## src/rtl/asm_datapath.sv

```systemverilog
// Datapath stage for the 3-bit ASM controller: working register A, link E,
// sign flag F, captured result with done pulse, and a sticky illegal-control flag.
module asm_datapath #(
  parameter int WIDTH = 4
) (
  input  logic             i_clk,
  input  logic             i_rst,
  input  logic [7:0]       i_dec_out,
  input  logic             i_x,
  input  logic             i_y,
  input  logic [WIDTH-1:0] i_din,
  output logic [WIDTH-1:0] o_a,
  output logic             o_e,
  output logic             o_f,
  output logic [WIDTH-1:0] o_result,
  output logic             o_done,
  output logic             o_err
);

  logic [WIDTH-1:0] r_a;
  logic             r_e;
  logic             r_f;
  logic [WIDTH-1:0] r_result;
  logic             r_done;
  logic             r_err;

  logic [WIDTH-1:0] w_a_nxt;
  logic             w_e_nxt;
  logic             w_a_wr;
  logic             w_term;
  logic             w_illegal;
  logic [WIDTH:0]   w_inc;

  assign w_inc = {1'b0, r_a} + {{WIDTH{1'b0}}, 1'b1};

  // Any dec_out value that is not exactly one-hot lands in the default arm.
  always_comb begin
    w_a_nxt   = r_a;
    w_e_nxt   = r_e;
    w_a_wr    = 1'b0;
    w_term    = 1'b0;
    w_illegal = 1'b0;
    case (i_dec_out)
      8'h80: begin
        if (i_x) begin
          w_a_nxt = '0;
          w_e_nxt = 1'b0;
          w_a_wr  = 1'b1;
        end else if (i_y) begin
          w_a_nxt = i_din;
          w_e_nxt = 1'b0;
          w_a_wr  = 1'b1;
        end
      end
      8'h40: begin
        {w_e_nxt, w_a_nxt} = w_inc;
        w_a_wr = 1'b1;
      end
      8'h20: ;
      8'h10: w_term = 1'b1;
      8'h08: begin
        w_a_nxt = ~r_a;
        w_a_wr  = 1'b1;
      end
      8'h04: begin
        {w_e_nxt, w_a_nxt} = w_inc;
        w_a_wr = 1'b1;
        w_term = 1'b1;
      end
      8'h02, 8'h01: begin
        w_a_nxt = {r_e, r_a[WIDTH-1:1]};
        w_e_nxt = r_a[0];
        w_a_wr  = 1'b1;
        w_term  = (i_dec_out == 8'h01);
      end
      default: w_illegal = 1'b1;
    endcase
  end

  always_ff @(posedge i_clk) begin
    if (i_rst) begin
      r_a      <= '0;
      r_e      <= 1'b0;
      r_f      <= 1'b0;
      r_result <= '0;
      r_done   <= 1'b0;
      r_err    <= 1'b0;
    end else begin
      r_done <= 1'b0;
      if (w_illegal) begin
        r_err <= 1'b1;
      end else begin
        r_a <= w_a_nxt;
        r_e <= w_e_nxt;
        if (w_a_wr) r_f <= w_a_nxt[WIDTH-1];
        if (w_term) begin
          r_result <= w_a_nxt;
          r_done   <= 1'b1;
        end
      end
    end
  end

  assign o_a      = r_a;
  assign o_e      = r_e;
  assign o_f      = r_f;
  assign o_result = r_result;
  assign o_done   = r_done;
  assign o_err    = r_err;

endmodule

```

## config.mk

```make
export PLATFORM = sky130hd
export DESIGN_NAME = asm_datapath
export DESIGN_NICKNAME = d
export VERILOG_FILES = /design/src/rtl/asm_datapath.sv
export SDC_FILE = /design/constraint.sdc
export NUM_CORES = 1
export LEC_CHECK = 0
export CAP_MARGIN = 5
export CORE_AREA = 2 2 43 64
export DETAILED_ROUTE_END_ITERATION = 12
export DIE_AREA = 0 0 45 66
export PLACE_DENSITY_LB_ADDON = 0.15
export SETUP_SLACK_MARGIN = 0.3
export SLEW_MARGIN = 0
export SYNTH_ARGS = -nofsm -noshare
export SYNTH_HDL_FRONTEND = slang
export SYNTH_SLANG_ARGS = --single-unit
```

## constraint.sdc

```tcl
create_clock -name i_clk -period 1.9 [get_ports i_clk]
set_input_delay 0.475 -clock i_clk [delete_from_list [all_inputs] [get_ports i_clk]]
set_output_delay 0.475 -clock i_clk [all_outputs]
set_load 0.05 [all_outputs]
```

==> results.md, run 1 <==
* Via count at 996
* Crit path time final at 1.63 ns
* Synthesis-to-finish area growth at 71.9%
* Place WS at -0.540 ns
* Number of synthesized flops with an enable pin at 0
* Synth warn at 0
* Power Total at 0.000643 W
* Worst-path clk slew at 0.08 ns
* Clk root buf: clkbuf_4
* Syn nets at 116
* WL/cell at 15.5 µm
* Synth Cell Area at 917 µm²
* I/O Buffers at 27
* IO Count at 28
* Die ar. at 2970 µm²
* Largest net degree at the start of global routing at 10
* Outcome: complete, no violations
* Max-slew violations at 0
* Die X-Extent at 45 µm
* DR pass1 iterations at 6
* Lkg Pwr at 0.645 nW
* Vias in the first global route at 1033
* HP Class: flop to flop
* Slew HR at 0.748
* Synth Instances at 99
* Fill cells at 201
* Largest delay contributor family on the critical path: compound AO/OA/AOI/OAI gates
* Slowest Stage Delay on Critical Path at 0.37 ns
* Die Span Y at 66 µm
* Worst EP required at 2.10 ns
* Fmax at 612 MHz
* Layout Cell Area excl Fill at 1580 µm²
* Max Cap Violations at 0
* Setup crit start kind: input port
* Cts hold-fix bufs at 0
* Synth Register Bits at 12
* Final Hold Slack at 0.482 ns
* TritonCTS clock tree: done
* Syn Area/Cell at 9.26 µm²
* Layout Skew at 0.000254 ns
* Initial Utilization at 0.379
* DRT antenna net count at 0
* Pwr dens at 408 nW/µm²
* Bufs and invs on worst path at 2
* Main synth FF type: dfxtp_1
* Sink Count at 12
* Placed cell area at 1280 µm²
* Async SR Flop Fraction at 0
* Worst setup EP type: flop
* Final period utilization at 0.860
* Diodes inserted at 0
* Critical path class: input port to flop
* Core Region at 2420 µm²
* Nets at 172
* Final hold vios at 0
* Worst-margin pin slew at 0.377 ns
* Row count at 22
* CTS max path bufs at 2
* Initial antenna violation count at 0
* H-tree depth at 1
* First-pass GRT wire length at 4.42 mm
* Max rail drop VDD at 0.438 mV
* Cell variety after synth at 40
* Total Routing Usage GR at 0.197
* GRT overflow at 0
* Post-route DRC at 0
* Post-detail-place hpwl at 1.81 mm
* Data arrival, critical path at 1.84 ns
* Gp weighted congestion at 0.783
* Slowest CP cell: a211o_4
* Seq/Total Area, Yosys at 0.262
* Routed wire length at 2.76 mm
* Final worst-path setup slack at 0.265 ns
* Worst-path cell chain: buf_2 -> buf_8 -> xor2_2 -> a211o_4 -> a21oi_4 -> a211oi_2 -> a21oi_1
* Clk Latency, worst-skew pair at 0.27 ns
* RSZ-0062 raised after global routing: true
* Setup Viol. Count Final at 0
* Initial drt markers at 24
* Fraction of layout cells with a size suffix above 1 at 0.552
* Total CTS buffers at 3
* CP max FO at 7
* Avg Vias per Cell at 5.60
-- path summary, 6_finish.rpt --
path / from / to / slack (ns) / depth (start not counted)
min reg2reg: o_err / o_err / 0.48 / 2
min: o_err / o_err / 0.48 / 2
max: i_dec_out[6] / o_result[1] / 0.27 / 7
max reg2reg: o_a[0] / o_f / 0.38 / 5
-- what timing repair did --
item | CTS | global route
hold endpoints to repair | 0 | 0
gates resized for setup | 55 | 17
setup endpoints to repair | 11 | 12
pin swaps | 13 | 16
buffers inserted | 8 | 2
cloned | 1 | 0
-- per-stage QoR --
step	util	TNS, ns	instances
floorplan	-	0	99
global placement	0.530	-4.93	163
detailed placement	0.530	-5.12	163
CTS	0.629	0	176
global route	0.651	0	178
finish	0.651	0	178
-- cell families (layout without fill, tap and decap cells) --
logic type,Yosys count,in the layout,synth area share
and+or+nand+nor,31,31,0.259
DFF,12,12,0.262
adders and majority gates,1,1,0.0136
AOI/OAI and AO/OA,35,36,0.281
muxes,4,4,0.0437
xor gates and xnor gates,6,6,0.0573
buffers and inverters,10,64,0.0832
-- area by class of cell --
class	count	area, µm²	share of cell area
inverters	3	11.3	0.00714
clock buffers	4	36.3	0.0230
well taps	24	30.0	0.0190
multi-input cells	78	773	0.490
flip-flops and latches	12	241	0.153
repair buffers	57	484	0.307
-- cells in the mapped netlist, drive strengths merged (2+ instances only) --
master   count  area [µm²]
a211oi       5        52.6
a21oi        8        43.8
a31oi        2        12.5
buf          5        37.5
clkbuf       2        27.5
dfxtp       12         240
inv          3        11.3
mux2i        4        40.0
nand3        3        20.0
nand4b       2        17.5
nor2        10        37.5
nor3b        3        22.5
nor4         2        42.5
nor4b        5        58.8
o21ai        9        45.0
o22ai        2        12.5
o2bb2ai      3        32.5
xor2         5        43.8
-- state kept, by name, indices dropped and copies added, names as in the netlist --
| signal | cells |
|---|---|
| o_err | 1 |
| o_a | 4 |
| o_done | 1 |
| o_e | 1 |
| o_f | 1 |
| o_result | 4 |
-- where the power goes --
part / leakage [nW] / internal, W / switching, W / total [W]
registers: 0.0977 / 0.000255 / 0.00000383 / 0.000259
clock network: 0.0210 / 0.000116 / 0.0000857 / 0.000202
logic: 0.527 / 0.0000912 / 0.0000913 / 0.000182
total: 0.645 / 0.000462 / 0.000181 / 0.000643
-- routing by layer --
| metal | part of all wire | track usage |
|---|---|---|
| met5 | 0 | 0 |
| met4 | 0.023 | 0.114 |
| met3 | 0.028 | 0.0191 |
| met2 | 0.57 | 0.361 |
| met1 | 0.38 | 0.204 |
-- placed cells by master, fill, tap and decap left out, types with 3 or more instances in the layout --
master and count:
xor2_1 3, buf_6 8, clkdlybuf4s50_1 6, clkbuf_4 3, buf_4 36, o21ai_0 6, mux2i_1 3, dfxtp_1 11
a21oi_1 7, nor2_1 8, a211oi_2 5, inv_1 3, nor4b_2 4
-- worst reg2reg max path: stages (launching register included) --
cell and delay (ns):
dfxtp_1 0.48, and3_1 0.25, nand4b_1 0.13, o21ai_2 0.10, a2111oi_4 0.35, nor3b_1 0.08
Power figures use the tool's default switching activity.
==> run 2, diff against run 1 <==
--- a/config.mk
+++ b/config.mk
@@ -7,6 +7,7 @@
 export LEC_CHECK = 0
 export CAP_MARGIN = 5
 export CORE_AREA = 2 2 43 64
+export CTS_BUF_LIST = sky130_fd_sc_hd__clkbuf_2
 export DETAILED_ROUTE_END_ITERATION = 12
 export DIE_AREA = 0 0 45 66
 export PLACE_DENSITY_LB_ADDON = 0.15
==> run 2 against run 1 <==
Against the previous run: die area stayed put; fmax shrank 1.0%; hold slack improved by 0.0079 ns; combinational power is 5% lower; first-iteration DRC count fell by 25%; clock skew grew 0.0014 ns; non-clock buffer count is 2 lower; total power down 13%; utilization is 3.0 points lower; sequential power barely moved; largest cell class unchanged; largest power group unchanged; highest routed layer unchanged.
==> results.md, run 2 (synthesized netlist as in run 1, its figures left out) <==
* Total CTS buffers at 3 (unchanged)
* HP Class: flop to flop (unchanged)
* Max rail drop VDD at 0.274 mV (was 0.438 mV)
* Clk root buf: clkbuf_2 (was clkbuf_4)
* Initial Utilization at 0.379 (unchanged)
* Sink Count at 12 (unchanged)
* RSZ-0062 raised after global routing: true (unchanged)
* Placed cell count at 163 (unchanged)
* Highest metal used: met4 (unchanged)
* Worst-path cell chain: buf_8 -> buf_6 -> nor4_4 -> nor4b_4 -> buf_6 -> a21oi_4 -> a211oi_2 -> a21oi_1 (was buf_2 -> buf_8 -> xor2_2 -> a211o_4 -> a21oi_4 -> a211oi_2 -> a21oi_1)
* I/O Buffers at 27 (unchanged)
* Most frequent cells in the layout: buf_4 (34), dfxtp_1 (11), a21oi_1 (7), nor2_1 (7), buf_6 (7) (was buf_4 (36), dfxtp_1 (11), nor2_1 (8), buf_6 (8), a21oi_1 (7))
* Fraction of layout cells with a size suffix above 1 at 0.533 (was 0.552)
* Critical path class: input port to flop (unchanged)
* WL met1 at 1.02 mm (was 1.05 mm)
* Max-slew violations at 0 (unchanged)
* Internal power at 0.000386 W (was 0.000462 W)
* Slowest Stage Delay on Critical Path at 0.30 ns (was 0.37 ns)
* Outcome: complete, no violations (unchanged)
* Final Hold Slack at 0.490 ns (was 0.482 ns)
* Final period utilization at 0.869 (was 0.860)
* Synthesis-to-finish area growth at 63.8% (was 71.9%)
* Setup crit start kind: input port (unchanged)
* Largest net degree at the start of global routing at 10 (unchanged)
* Diodes inserted at 0 (unchanged)
* Cell Count, Final, Fillers Out at 176 (was 178)
* Avg Vias per Cell at 5.68 (was 5.60)
* Worst R2R Path Depth at 5 (unchanged)
* Core Region at 2420 µm² (unchanged)
* Routed wire length at 2.62 mm (was 2.76 mm)
* Gp weighted congestion at 0.783 (unchanged)
* TritonCTS clock tree: done (unchanged)
* Slew HR at 0.770 (was 0.748)
* Worst r2r src: o_a[1] (was o_a[0])
* DRT antenna net count at 0 (unchanged)
* CTS max path bufs at 2 (unchanged)
* Most common cell after layout, fill and taps aside: buf_4 (unchanged)
* Total Routing Usage GR at 0.191 (was 0.197)
* Worst-margin pin slew at 0.345 ns (was 0.377 ns)
* Place WS at -0.540 ns (unchanged)
* WL/cell at 14.9 µm (was 15.5 µm)
* GRT overflow at 0 (unchanged)
* Power Total at 0.000563 W (was 0.000643 W)
* Slowest CP cell: a211oi_2 (was a211o_4)
* Worst EP required at 2.05 ns (was 2.10 ns)
* Most frequent CP cell: buf_6
* Capturing point of the worst reg2reg path: o_f (unchanged)
* Cts hold-fix bufs at 0 (unchanged)
* Die ar. at 2970 µm² (unchanged)
* Switching power total at 0.000176 W (was 0.000181 W)
* Clk Latency, worst-skew pair at 0.26 ns (was 0.27 ns)
* Die Span Y at 66 µm (unchanged)
* Layout Skew at 0.00166 ns (was 0.000254 ns)
* Pwr dens at 374 nW/µm² (was 408 nW/µm²)
* Worst setup EP type: flop (unchanged)
* Met2 routed WL at 1.44 mm (was 1.57 mm)
* CP max FO at 5 (was 7)
* Setup Viol. Count Final at 0 (unchanged)
* Die X-Extent at 45 µm (unchanged)
* DR pass1 iterations at 4 (was 6)
* Final hold vios at 0 (unchanged)
* Worst-path clk slew at 0.12 ns (was 0.08 ns)
* Max Cap Violations at 0 (unchanged)
* Final Core Density at 0.620 (was 0.651)
* Data arrival, critical path at 1.81 ns (was 1.84 ns)
* Critical Path Source: i_dec_out[3] (was i_dec_out[6])
* Lkg Pwr at 0.618 nW (was 0.645 nW)
* First-pass GRT wire length at 4.31 mm (was 4.42 mm)
* Register-to-register setup slack at 0.43 ns (was 0.38 ns)
* Fmax at 605 MHz (was 612 MHz)
* Sw Share at 0.313 (was 0.281)
* Post-detail-place hpwl at 1.81 mm (unchanged)
* Hold depth at 2 (unchanged)
* Nets at 170 (was 172)
* Initial drt markers at 18 (was 24)
* Vias in the first global route at 997 (was 1033)
* Crit path to: o_result[0] (was o_result[1])
* Sequential Power Share at 0.460 (was 0.402)
* Crit path time final at 1.65 ns (was 1.63 ns)
* Clk pwr share at 0.232 (was 0.314)
* Initial antenna violation count at 0 (unchanged)
* Detail Route met3 WL at 97 µm (was 77 µm)
* Row count at 22 (unchanged)
* Final worst-path setup slack at 0.248 ns (was 0.265 ns)
* H-tree depth at 1 (unchanged)
* Post-route DRC at 0 (unchanged)
* Logic pwr share at 0.307 (was 0.284)
* Via count at 999 (was 996)
* IO Count at 28 (unchanged)
## run 2: cell type report
type                    instances  area (µm²)
fillers                       210         920
multi-input cells              78         748
repair buffers                 55         453
flip-flops and latches         12         241
well taps                      24        30.0
clock buffers                   3        15.0
inverters                       3        11.3
clock inverters                 1        3.75
## run 2: per-layer routing
metal  vias to the layer above  global-route usage
met5                         -                   0
met4                         0              0.0882
met3                         9              0.0191
met2                        29               0.355
met1                       473               0.204
li1                        488                   -
## run 2: worst max-delay path, delay by kind of cell
kind / cells / cell delay (ns)
compound gates: 3 / 0.47
buf+inv: 3 / 0.38
simple gates: 2 / 0.49
## run 2: through the flow
| step | cell area, µm² | TNS (ns) |
|---|---|---|
| final | 1500 | 0 |
| after global routing | 1500 | 0 |
| after CTS | 1480 | 0 |
| after detailed placement | 1280 | -5.12 |
| after global placement | 1280 | -4.93 |
| after floorplan | 942 | 0 |
## run 2: worst min-delay path by stage
stage	startpoint	to	slack, ns
finish	o_err	o_err	0.49
global route	o_err	o_err	0.54
CTS	o_err	o_err	0.51
detailed placement	o_err	o_err	0.48
global placement	o_err	o_err	0.46
floorplan	i_dec_out[1]	o_err	0.70
## run 2: power by group through the flow
stage               clock, W  combinational, W  sequential, W
floorplan                  0         0.0000719       0.000277
global placement           0          0.000145       0.000264
detailed placement         0          0.000146       0.000264
CTS                 0.000138          0.000169       0.000259
global route        0.000144          0.000185       0.000260
finish              0.000131          0.000173       0.000259
## run 2: repair_timing
| item | CTS | global route |
|---|---|---|
| gates resized for setup | 51 | 12 |
| pin swaps | 12 | 11 |
| buffers inserted | 7 | 1 |
| gates cloned | 1 | 0 |
| endpoints found under the setup margin | 11 | 11 |
